$ cat src/rtl/fifo_burst_arbiter.sv
// fifo_burst_arbiter
// Round-robin arbiter that lets NUM_SRC byte-stream sources share one FIFO
// write port. Each grant writes a framed burst: header {4'hA,2'b00,id},
// up to BURST_MAX payload bytes, and optionally a trailer byte holding the
// payload count. A grant is only issued when the FIFO has room for a whole
// worst-case burst plus one in-flight write.
// Define FIFO_ARB_TRAILER_EN to enable the trailer byte.
module fifo_burst_arbiter #(
    parameter int NUM_SRC   = 4,
    parameter int BURST_MAX = 16,
    parameter int ADDR_W    = 11
) (
    input  logic                 clk_in,
    input  logic                 reset,
    input  logic [NUM_SRC-1:0]   src_valid,
    input  logic [8*NUM_SRC-1:0] src_data,
    input  logic [NUM_SRC-1:0]   src_last,
    output logic [NUM_SRC-1:0]   src_ack,
    input  logic [ADDR_W-1:0]    addr_in,
    input  logic [ADDR_W-1:0]    addr_out_sync,
    output logic [7:0]           fifo_data,
    output logic                 fifo_write,
    output logic [1:0]           grant_id,
    output logic                 busy
);

`ifdef FIFO_ARB_TRAILER_EN
    localparam int NEED = BURST_MAX + 3;
    typedef enum logic [1:0] {IDLE, HEADER, DATA, TRAILER} state_t;
`else
    localparam int NEED = BURST_MAX + 2;
    typedef enum logic [1:0] {IDLE, HEADER, DATA} state_t;
`endif

    state_t            state;
    state_t            state_next;
    logic [1:0]        last_grant;
    logic [7:0]        count;
    logic [ADDR_W-1:0] used;
    logic [ADDR_W-1:0] free;
    logic              space_ok;
    logic [1:0]        win;
    logic              win_found;
    logic              sel_valid;
    logic              sel_last;
    logic [7:0]        sel_data;
    logic              count_hit;
    logic              wr_next;
    logic [7:0]        data_next;

    // Modulo pointer difference; all-ones minus used is simply its inverse.
    assign used      = addr_in - addr_out_sync;
    assign free      = ~used;
    assign space_ok  = (32'(free) >= NEED);
    assign count_hit = (({1'b0, count} + 9'd1) == 9'(BURST_MAX));

    // Round-robin winner search and selection of the granted source's lane.
    always_comb begin
        win       = 2'd0;
        win_found = 1'b0;
        for (int k = 1; k <= NUM_SRC; k++) begin
            if (!win_found && src_valid[(int'(last_grant) + k) % NUM_SRC]) begin
                win       = 2'((int'(last_grant) + k) % NUM_SRC);
                win_found = 1'b1;
            end
        end
        sel_valid = 1'b0;
        sel_last  = 1'b0;
        sel_data  = 8'h00;
        for (int i = 0; i < NUM_SRC; i++) begin
            if (grant_id == 2'(i)) begin
                sel_valid = src_valid[i];
                sel_last  = src_last[i];
                sel_data  = src_data[8*i +: 8];
            end
        end
    end

    // State register plus registered FIFO outputs, grant tracking and payload count.
    always_ff @(posedge clk_in) begin
        if (reset) begin
            state      <= IDLE;
            fifo_write <= 1'b0;
            fifo_data  <= 8'h00;
            grant_id   <= 2'd0;
            busy       <= 1'b0;
            last_grant <= 2'(NUM_SRC - 1);
            count      <= 8'd0;
        end else begin
            state      <= state_next;
            fifo_write <= wr_next;
            fifo_data  <= data_next;
            busy       <= (state_next != IDLE);
            if (state == IDLE && state_next == HEADER) begin
                grant_id   <= win;
                last_grant <= win;
                count      <= 8'd0;
            end else if (state == DATA && sel_valid) begin
                count <= count + 8'd1;
            end
        end
    end

    // Next-state logic: a burst ends on last byte, full count, or a dropped valid.
    always_comb begin
        state_next = state;
        case (state)
            IDLE: begin
                if (win_found && space_ok) begin
                    state_next = HEADER;
                end
            end
            HEADER: state_next = DATA;
            DATA: begin
                if (!sel_valid || sel_last || count_hit) begin
`ifdef FIFO_ARB_TRAILER_EN
                    state_next = TRAILER;
`else
                    state_next = IDLE;
`endif
                end
            end
`ifdef FIFO_ARB_TRAILER_EN
            TRAILER: state_next = IDLE;
`endif
            default: state_next = IDLE;
        endcase
    end

    // Output logic: ack the granted lane in DATA and choose the byte written next edge.
    always_comb begin
        src_ack   = '0;
        wr_next   = 1'b0;
        data_next = fifo_data;
        case (state)
            HEADER: begin
                wr_next   = 1'b1;
                data_next = {4'hA, 2'b00, grant_id};
            end
            DATA: begin
                if (sel_valid && !reset) begin
                    for (int i = 0; i < NUM_SRC; i++) begin
                        src_ack[i] = (grant_id == 2'(i));
                    end
                    wr_next   = 1'b1;
                    data_next = sel_data;
                end
            end
`ifdef FIFO_ARB_TRAILER_EN
            TRAILER: begin
                wr_next   = 1'b1;
                data_next = count;
            end
`endif
            default: begin
                wr_next = 1'b0;
            end
        endcase
    end

endmodule

$ cat config.mk
export PLATFORM = sky130hd
export DESIGN_NAME = fifo_burst_arbiter
export DESIGN_NICKNAME = d
export VERILOG_FILES = /design/src/rtl/fifo_burst_arbiter.sv
export SDC_FILE = /design/constraint.sdc
export NUM_CORES = 1
export LEC_CHECK = 0
export CORE_MARGIN = 5
export CORE_UTILIZATION = 44
export DETAILED_ROUTE_END_ITERATION = 10
export GPL_TIMING_DRIVEN = 0
export HOLD_SLACK_MARGIN = 0.05
export PLACE_DENSITY = 0.87
export SLEW_MARGIN = 20
export SYNTH_ARGS = -nofsm -noshare
export SYNTH_HDL_FRONTEND = slang
export SYNTH_SLANG_ARGS = --single-unit
$ cat constraint.sdc
create_clock -name clk_in -period 2.9 [get_ports clk_in]
set_input_delay 0.435 -clock clk_in [delete_from_list [all_inputs] [get_ports clk_in]]
set_output_delay 0.435 -clock clk_in [all_outputs]
set_load 0.005 [all_outputs]
# == After elaboration in Yosys (flattened, before gate mapping) ==
# Index checks and enable logic that the tools add are counted.
# op_classes
n_addsub,7
order_cmp,5
n_eq_ne,8
muxes,41
bitwise,5
n_reduce_logical,24
# ops
cell,count
$mux 8,5
$mux 1,21
$lt 3x4->1 const B,4
$pmux 8 s2,1
$mux 2,6
$ge 11x5->1 const B,1
$not 11->11,1
$sub 11x11->11,1
$reduce_or 2->1,5
$add 8x1->9 const B,1
$eq 9x5->1 const B,1
$add 8x1->8 const B,1
$bmux 1 s2,4
$mux 4,2
$logic_and 1x1->1,7
$eq 2x1->1 const B,3
$eq 2x2->1 const B,3
$pmux 2 s3,1
$logic_not 1->1,5
$add 2x1->2 const B,2
$add 2x2->2 const B,2
$and 1x1->1 const A,4
$logic_not 2->1,2
$reduce_bool 2->1,2
4 further kinds,5
# word_totals
ff_bits,24
in_bits,64
elab_cells,97

# == Depth between registers and ports, before layout ==
# Gate-level depths: netlist of the first run.
# depth
word_depth,22
depth_mapped,11
depth_no_buf,10

# == Worst setup path before layout of the first run ==
# OpenSTA, ideal clock, no wires.
# synth_path
kind,input to register
start,input port addr_in[0]
end,register last_grant[1]
arrival_time_ns,2.591
path_slack_ns,0.235
stages,11
path_buffers,1
cell_sequence,inv_1 -> ha_1 -> fa_1 -> nor2b_1 -> o31a_1 -> o22ai_1 -> xor2_1 -> or4_4 -> and2_4 -> buf_6 -> a31oi_2
# synth_between
elab_chain_len,8
# synth_rtl
item,line,text
from (decl),19,"input logic [ADDR_W-1:0] addr_in,"
$sub 11x11->11,52,assign used = addr_in - addr_out_sync;
$not 11->11,53,assign free = ~used;
$ge 11x5->1,54,assign space_ok = (32'(free) >= NEED);
$logic_and 1x1->1,109,if (win_found && space_ok) begin
$mux 2,109,
$pmux 2 s3,107,case (state)
$eq 2x1->1,94,if (state == IDLE && state_next == HEADER) begin
$logic_and 1x1->1,94,
to (signal assigned),87,last_grant <= 2'(NUM_SRC - 1);
to (signal assigned),96,last_grant <= win;
to (decl),37,logic [1:0] last_grant;
# Every way passes these cells.
# A chain may end at the register's enable or synchronous reset.

# == Worst setup path in the final report of the first run ==
# layout_path
start,input port addr_out_sync[2]
end,register count[2]
# layout_between
elab_chain_len,9
# layout_rtl
item,line,text
from (decl),20,"input logic [ADDR_W-1:0] addr_out_sync,"
$sub 11x11->11,52,
$not 11->11,53,
$ge 11x5->1,54,
$logic_and 1x1->1,109,
$mux 2,109,
$pmux 2 s3,107,
$eq 2x1->1,94,
$logic_and 1x1->1,94,
$reduce_or 2->1 (no line),-,
to (signal assigned),99,count <= count + 8'd1;
to (decl),38,logic [7:0] count;
# Every way passes these cells.

==> results of run 1 <==
## kinds of logic (layout without fill, tap and decap cells)
logic type,after synthesis,after routing,share of synthesized area
xor+xnor,15,15,0.0658
mux,14,14,0.121
fa+ha+maj,16,16,0.104
compound gates,49,49,0.174
simple gates,80,80,0.227
buf+inv,32,118,0.0677
flops,24,24,0.241
## cell usage in the layout (no fill, tap or decap), types with 2 or more instances in the layout
cell	n
a211oi_1	3
a21oi_1	13
a21oi_2	2
a311oi_1	2
a31oi_1	2
and3_1	3
buf_4	4
clkbuf_1	8
clkbuf_8	3
clkdlybuf4s50_1	75
dfxtp_1	24
dlymetal6s2s_1	3
ha_1	12
ha_2	2
inv_1	18
mux2i_1	5
mux4_2	8
nand2_1	18
nand3_1	10
nand3b_1	2
nand4_1	4
nand4b_1	2
nor2_1	14
nor2b_1	2
nor3_1	4
nor3_2	4
nor3_4	4
nor4_1	3
o2111ai_1	2
o211ai_1	2
o21a_1	2
o21ai_0	7
xnor2_1	6
xor2_1	9
## worst paths after layout
path / endpoint / depth (start not counted) / from / slack [ns]
max reg2reg: count[2] / 8 / grant_id[0] / 0.52
min reg2reg: fifo_data[6] / 2 / fifo_data[6] / 0.48
min: fifo_data[6] / 2 / fifo_data[6] / 0.48
max: count[2] / 13 / addr_out_sync[2] / 0.04
## flip-flops by register name (all words and copies together), names as in the netlist
| signal | cells |
|---|---|
| busy | 1 |
| count | 8 |
| fifo_write | 1 |
| grant_id | 2 |
| state | 2 |
| last_grant | 2 |
| fifo_data | 8 |
## layer usage
metal / wire length, um / share of wire
met2: 3330 / 0.54
met1: 2360 / 0.38
met3: 282 / 0.045
met5: 0 / 0
met4: 240 / 0.039
## area by class of cell
type                            count  area [um2]
Clock inverter                      1        30.0
Timing Repair Buffer               83         847
Inverter                           18        67.6
Sequential cell                    24         480
Fill cell                         336        1310
Buffer                             13        75.1
Tap cell                           52        65.1
Multi-Input combinational cell    174        1470
Clock buffer                        3        41.3
## worst max-delay path, stage by stage
cell and delay, ns:
clkdlybuf4s50_1 0.45, inv_1 0.06, ha_4 0.24, nor2b_2 0.16
o31a_1 0.26, buf_4 0.14, buf_4 0.13, a21oi_2 0.11
a311oi_2 0.05, or4_4 0.52, and2_4 0.22, clkbuf_16 0.16
nor3_2 0.13
## stage by stage
step                      instance area [um2]  power, W  setup TNS, ns  hold WS, ns  setup slack (ns)
final                                    3070   0.00134              0        0.479            0.0429
after detailed placement                 2840  0.000947          -5.12        0.468            -0.420
after global routing                     3070   0.00140         -0.195        0.513           -0.0370
after floorplan                          2000  0.000739              0        0.459             0.235
after global placement                   2840  0.000935          -4.48        0.451            -0.370
after CTS                                2950   0.00126              0        0.480           0.00682
## timing repair
action | CTS | global route
hold buffers | 0 | 0
resized for setup | 6 | 19
setup buffers | 1 | 3
endpoints found under the setup margin | 13 | 12
pin swaps | 2 | 12
cloned | 0 | 1
## synthesized netlist by cell type (all sizes together), types with 3 or more instances
| cell type | n |
|---|---|
| inv | 18 |
| xnor2 | 6 |
| nor2b | 3 |
| buf | 4 |
| and3 | 3 |
| mux4 | 8 |
| clkbuf | 10 |
| a31oi | 3 |
| nand2 | 19 |
| nor2 | 14 |
| o21ai | 8 |
| a211oi | 3 |
| xor2 | 9 |
| nand4 | 4 |
| a311oi | 3 |
| nor4 | 3 |
| dfxtp | 24 |
| nor3 | 12 |
| nand3 | 10 |
| a21oi | 15 |
| ha | 15 |
| mux2i | 5 |
## power groups by stage
stage / clock network (W) / logic (W) / registers, W
2_1_floorplan: 0 / 0.000344 / 0.000395
3_3_place_gp: 0 / 0.000540 / 0.000395
3_5_place_dp: 0 / 0.000551 / 0.000396
4_1_cts: 0.000305 / 0.000563 / 0.000388
5_1_grt: 0.000318 / 0.000692 / 0.000393
6_report: 0.000305 / 0.000643 / 0.000389
==> results.cfg, run 1 <==
[synthesis]
yosys_register_bits = 24
post_synth_num_cell_types = 53
synth.yosys.seq_area_share = 0.241
synth-warning-count = 0
netlist_area_mm2 = 0.00200
async_reset_ff_frac = 0
synthesis.nets = 310
synth_flop_cell = dfxtp_1
number_of_enable_type_register_cells_in_the_synthesized_netlist = 0
syn_area_cell_um2 = 8.68
synthDominantAreaCellType = dfxtp_1
synth_largest_type_area_fraction = 0.241
synthesis.instances = 230
synth_area_leaders = dfxtp_1 24%, ha_1 9.4%, mux4_2 9.0%, nor3_2 4.0%, xor2_1 3.9%

[floorplan]
die_area_mm2 = 0.00599
fp.dieH_um = 77.4
placement_rows = 24
coreArea_mm2 = 0.00438
die_width_um = 77.4
floorplan.io_pins = 80
floorplan.initialDensity = 0.455

[layout]
post_layout_util = 0.701
final_nets = 397
fraction_of_final_layout_cells_with_drive_strength_greater_than_1 = 0.158
antenna_cells_inserted = 0
final_cells = 368
areaGrowthSynthToFinish_pct = 53.9

[clocking]
clk_latency_ns = 0.28
cts_sinks = 24
ctsRootBufferMaster = clkbuf_8
tritoncts.num_buffers = 3
clock_pin_slew_reported_for_the_worst_setup_and_hold_paths_after_clock_tree_synthesis_ns = 0.09
clock_path_buffers = 2
cts.htree.levels = 1
cts_tree = built

[critical_path]
arrival_ns = 3.07
crit_path_end_kind = flip-flop
kind_of_launch_point_of_the_worst_setup_path = input pin
critical_path_required_time_ns = 3.11
worstSetupPathType = in -> reg
crit_fanout = 5

[power]
cellPowerDensity_mw_per_mm2 = 435
power.net_switching_w = 0.000440
comb_power_share = 0.481
irDropWorstVdd_mv = 0.368
power.static_leakage_nw = 1.20
share_clk_of_total_power = 0.228
power.switching_fraction = 0.329
power_frac_seq = 0.291
p_int_w = 0.000897

[grt]
met2_usage = 0.355
grt_antenna_before_repair = 0
pin_count_of_the_biggest_net_entering_global_routing = 15
global_route.usage.met1 = 0.212
global_route.usage.met3 = 0.0243
busiest_layer = met2
wire_length_of_the_first_global_routing_pass_um = 9490
global_route.overflow_total = 0
grt_util_all_layers = 0.191
grt_pass1_vias = 2104

[placement]
port_buffers = 78
finalWeightedCongestion = 0.829
placed_cells_incl_taps = 360
dpl.hpwl_um = 4600

[detailed_routing]
detail_route.vias_per_cell = 5.75
detail_route.first_pass.iterations = 4
ant_nets = 0
routedWlPerCell_um = 16.9
routed_wirelength_um = 6210
detail_route.drc_violations = 0
num_vias = 2115
first_iter_violations = 76

[job]
max_cap_viol_count = 0

[sta]
finalWorstPathRequiredPeriod_ns = 2.86
timing_hold_violations_final = 0
fmax_ghz = 0.350
final-max-slew-violation-count = 0
final.period_utilization = 0.985
worst_slew_pin_tran_ns = 0.747
setup_violations = 0
finClkSkew_ns = 0.00283
slew-limit-headroom = 0.502

[run_status]
run_status = finished, final reports clean

[worst_hold_path]
hold_removal_path_class = reg -> reg
No activity file was read; power rests on OpenSTA's default activity.
==> run 2, diff against run 1 <==
CTS_CLUSTER_SIZE = 40   (was default)
REMOVE_ABC_BUFFERS = 1   (was default)
==> results.cfg, run 2 (same netlist as run 1, synthesis figures left out) <==
[layout]
reg_top3 = count x8, fifo_data x8
filler_cell_count = 361
mostFrequentLayoutCells = 78 x clkdlybuf4s50_1, 22 x dfxtp_1, 18 x inv_1, 18 x nand2_1
areaGrowthSynthToFinish_pct = 45.9
fraction_of_final_layout_cells_with_drive_strength_greater_than_1 = 0.133
antenna_cells_inserted = 0
final_nets = 382
layout.cell_area.non_filler_mm2 = 0.00291
layout_commonest_cell = clkdlybuf4s50_1
final_cells = 353

[critical_path]
crit_path_end_kind = flip-flop
critical_path_required_time_ns = 3.09
crit_fanout = 6
arrival_ns = 2.99
setup.worst_path.start = addr_out_sync[0]
r2r_start = grant_id[1]
kind_of_launch_point_of_the_worst_setup_path = input pin
worstSetupPathType = in -> reg

[grt]
grt_util_all_layers = 0.175
met2_usage = 0.322
global_route.overflow_total = 0
busiest_layer = met2
grt_pass1_vias = 1950
global_route.usage.met1 = 0.210
pin_count_of_the_biggest_net_entering_global_routing = 27
wire_length_of_the_first_global_routing_pass_um = 8960
grt_antenna_before_repair = 0
global_route.usage.met3 = 0.0394

[power]
cellPowerDensity_mw_per_mm2 = 425
power.static_leakage_nw = 1.10
irDropWorstVdd_mv = 0.229
power.switching_fraction = 0.321
power_frac_seq = 0.352
p_int_w = 0.000841
comb_power_share = 0.409
power.net_switching_w = 0.000397
share_clk_of_total_power = 0.239

[floorplan]
die_area_mm2 = 0.00599
placement_rows = 24
die_width_um = 77.4
floorplan.initialDensity = 0.455
fp.dieH_um = 77.4
floorplan.io_pins = 80
coreArea_mm2 = 0.00438

[detailed_routing]
detail_route.vias_per_cell = 5.59
routedWlPerCell_um = 15.3
detail_route.first_pass.iterations = 4
num_vias = 1975
routed_wirelength_um = 5410
detail_route.drc_violations = 0
ant_nets = 0
first_iter_violations = 53

[job]
max_cap_viol_count = 0

[placement]
placed_cells_incl_taps = 347
port_buffers = 79
post_dp_cell_area_mm2 = 0.00279
finalWeightedCongestion = 0.804
dpl.hpwl_um = 4160

[clocking]
cts_sinks = 24
ctsRootBufferMaster = clkbuf_8
cts_tree = built
clk_latency_ns = 0.27
cts-hold-fix-buffers = 0
cts.htree.levels = 1
tritoncts.num_buffers = 3
clock_path_buffers = 2
clock_pin_slew_reported_for_the_worst_setup_and_hold_paths_after_clock_tree_synthesis_ns = 0.09

[sta]
finalWorstPathRequiredPeriod_ns = 2.80
rsz0062_at_grt = yes
worst_hold_slack_ns = 0.475
final-max-slew-violation-count = 0
final.period_utilization = 0.967
slew-limit-headroom = 0.614
worst_slew_pin_tran_ns = 0.579
timing_hold_violations_final = 0
setup_violations = 0
finClkSkew_ns = 0.00309
fmax_ghz = 0.357

[worst_hold_path]
hold_removal_path_class = reg -> reg
holdCritStartpoint = fifo_data[1]

[run_status]
run_status = finished, final reports clean
==> run 2: area by class of cell <==
| class | instances | area [um2] | area share |
|---|---|---|---|
| inverters | 18 | 67.6 | 0.0232 |
| clock inverters | 1 | 30.0 | 0.0103 |
| flip-flops and latches | 24 | 485 | 0.167 |
| clock buffers | 3 | 41.3 | 0.0142 |
| repair buffers | 80 | 793 | 0.272 |
| multi-input cells | 175 | 1430 | 0.491 |
| well taps | 52 | 65.1 | 0.0223 |
==> run 2: layer usage <==
| metal | up-vias | share of wire |
|---|---|---|
| met4 | 0 | 0.012 |
| met5 | - | 0 |
| met2 | 61 | 0.52 |
| li1 | 979 | - |
| met1 | 929 | 0.42 |
| met3 | 6 | 0.053 |
==> run 2: repair_timing <==
| item | CTS | global route |
|---|---|---|
| pin swaps | 1 | 1 |
| buffers inserted | 1 | 0 |
| resized for setup | 9 | 5 |
| gates cloned | 1 | 0 |
| endpoints found under the setup margin | 17 | 16 |
==> run 2: worst paths after layout <==
path | slack, ns | cells after the start | end
worst max register to register | 0.49 | 7 | last_grant[0]
worst max-delay path | 0.1 | 11 | grant_id[0]
worst min register to register | 0.48 | 2 | fifo_data[1]
worst min-delay path | 0.48 | 2 | fifo_data[1]
==> run 2: per-stage QoR <==
step	total power, W	setup TNS [ns]	util	setup slack [ns]
3_3_place_gp	0.000905	-4.62	0.635	-0.379
4_1_cts	0.00124	0	0.659	0.00338
2_1_floorplan	0.000709	0	-	0.274
6_report	0.00124	0	0.665	0.0962
3_5_place_dp	0.000922	-5.22	0.635	-0.405
5_1_grt	0.00132	-0.0619	0.665	-0.0377
==> run 2: critical path: stages <==
cell and delay [ns]:
clkdlybuf4s50_1 0.46, ha_1 0.18, fa_2 0.24, nor2b_2 0.05, o31a_1 0.30, buf_4 0.14
nand3_1 0.08, nand4b_1 0.10, or4_4 0.59, and2_4 0.23, a211oi_1 0.18
==> run 2: power groups by stage <==
stage	Combinational, W	Sequential, W	Clock [W]
3_5_place_dp	0.000479	0.000442	0
6_report	0.000507	0.000436	0.000295
2_1_floorplan	0.000282	0.000427	0
3_3_place_gp	0.000466	0.000439	0
5_1_grt	0.000553	0.000448	0.000316
4_1_cts	0.000499	0.000436	0.000304
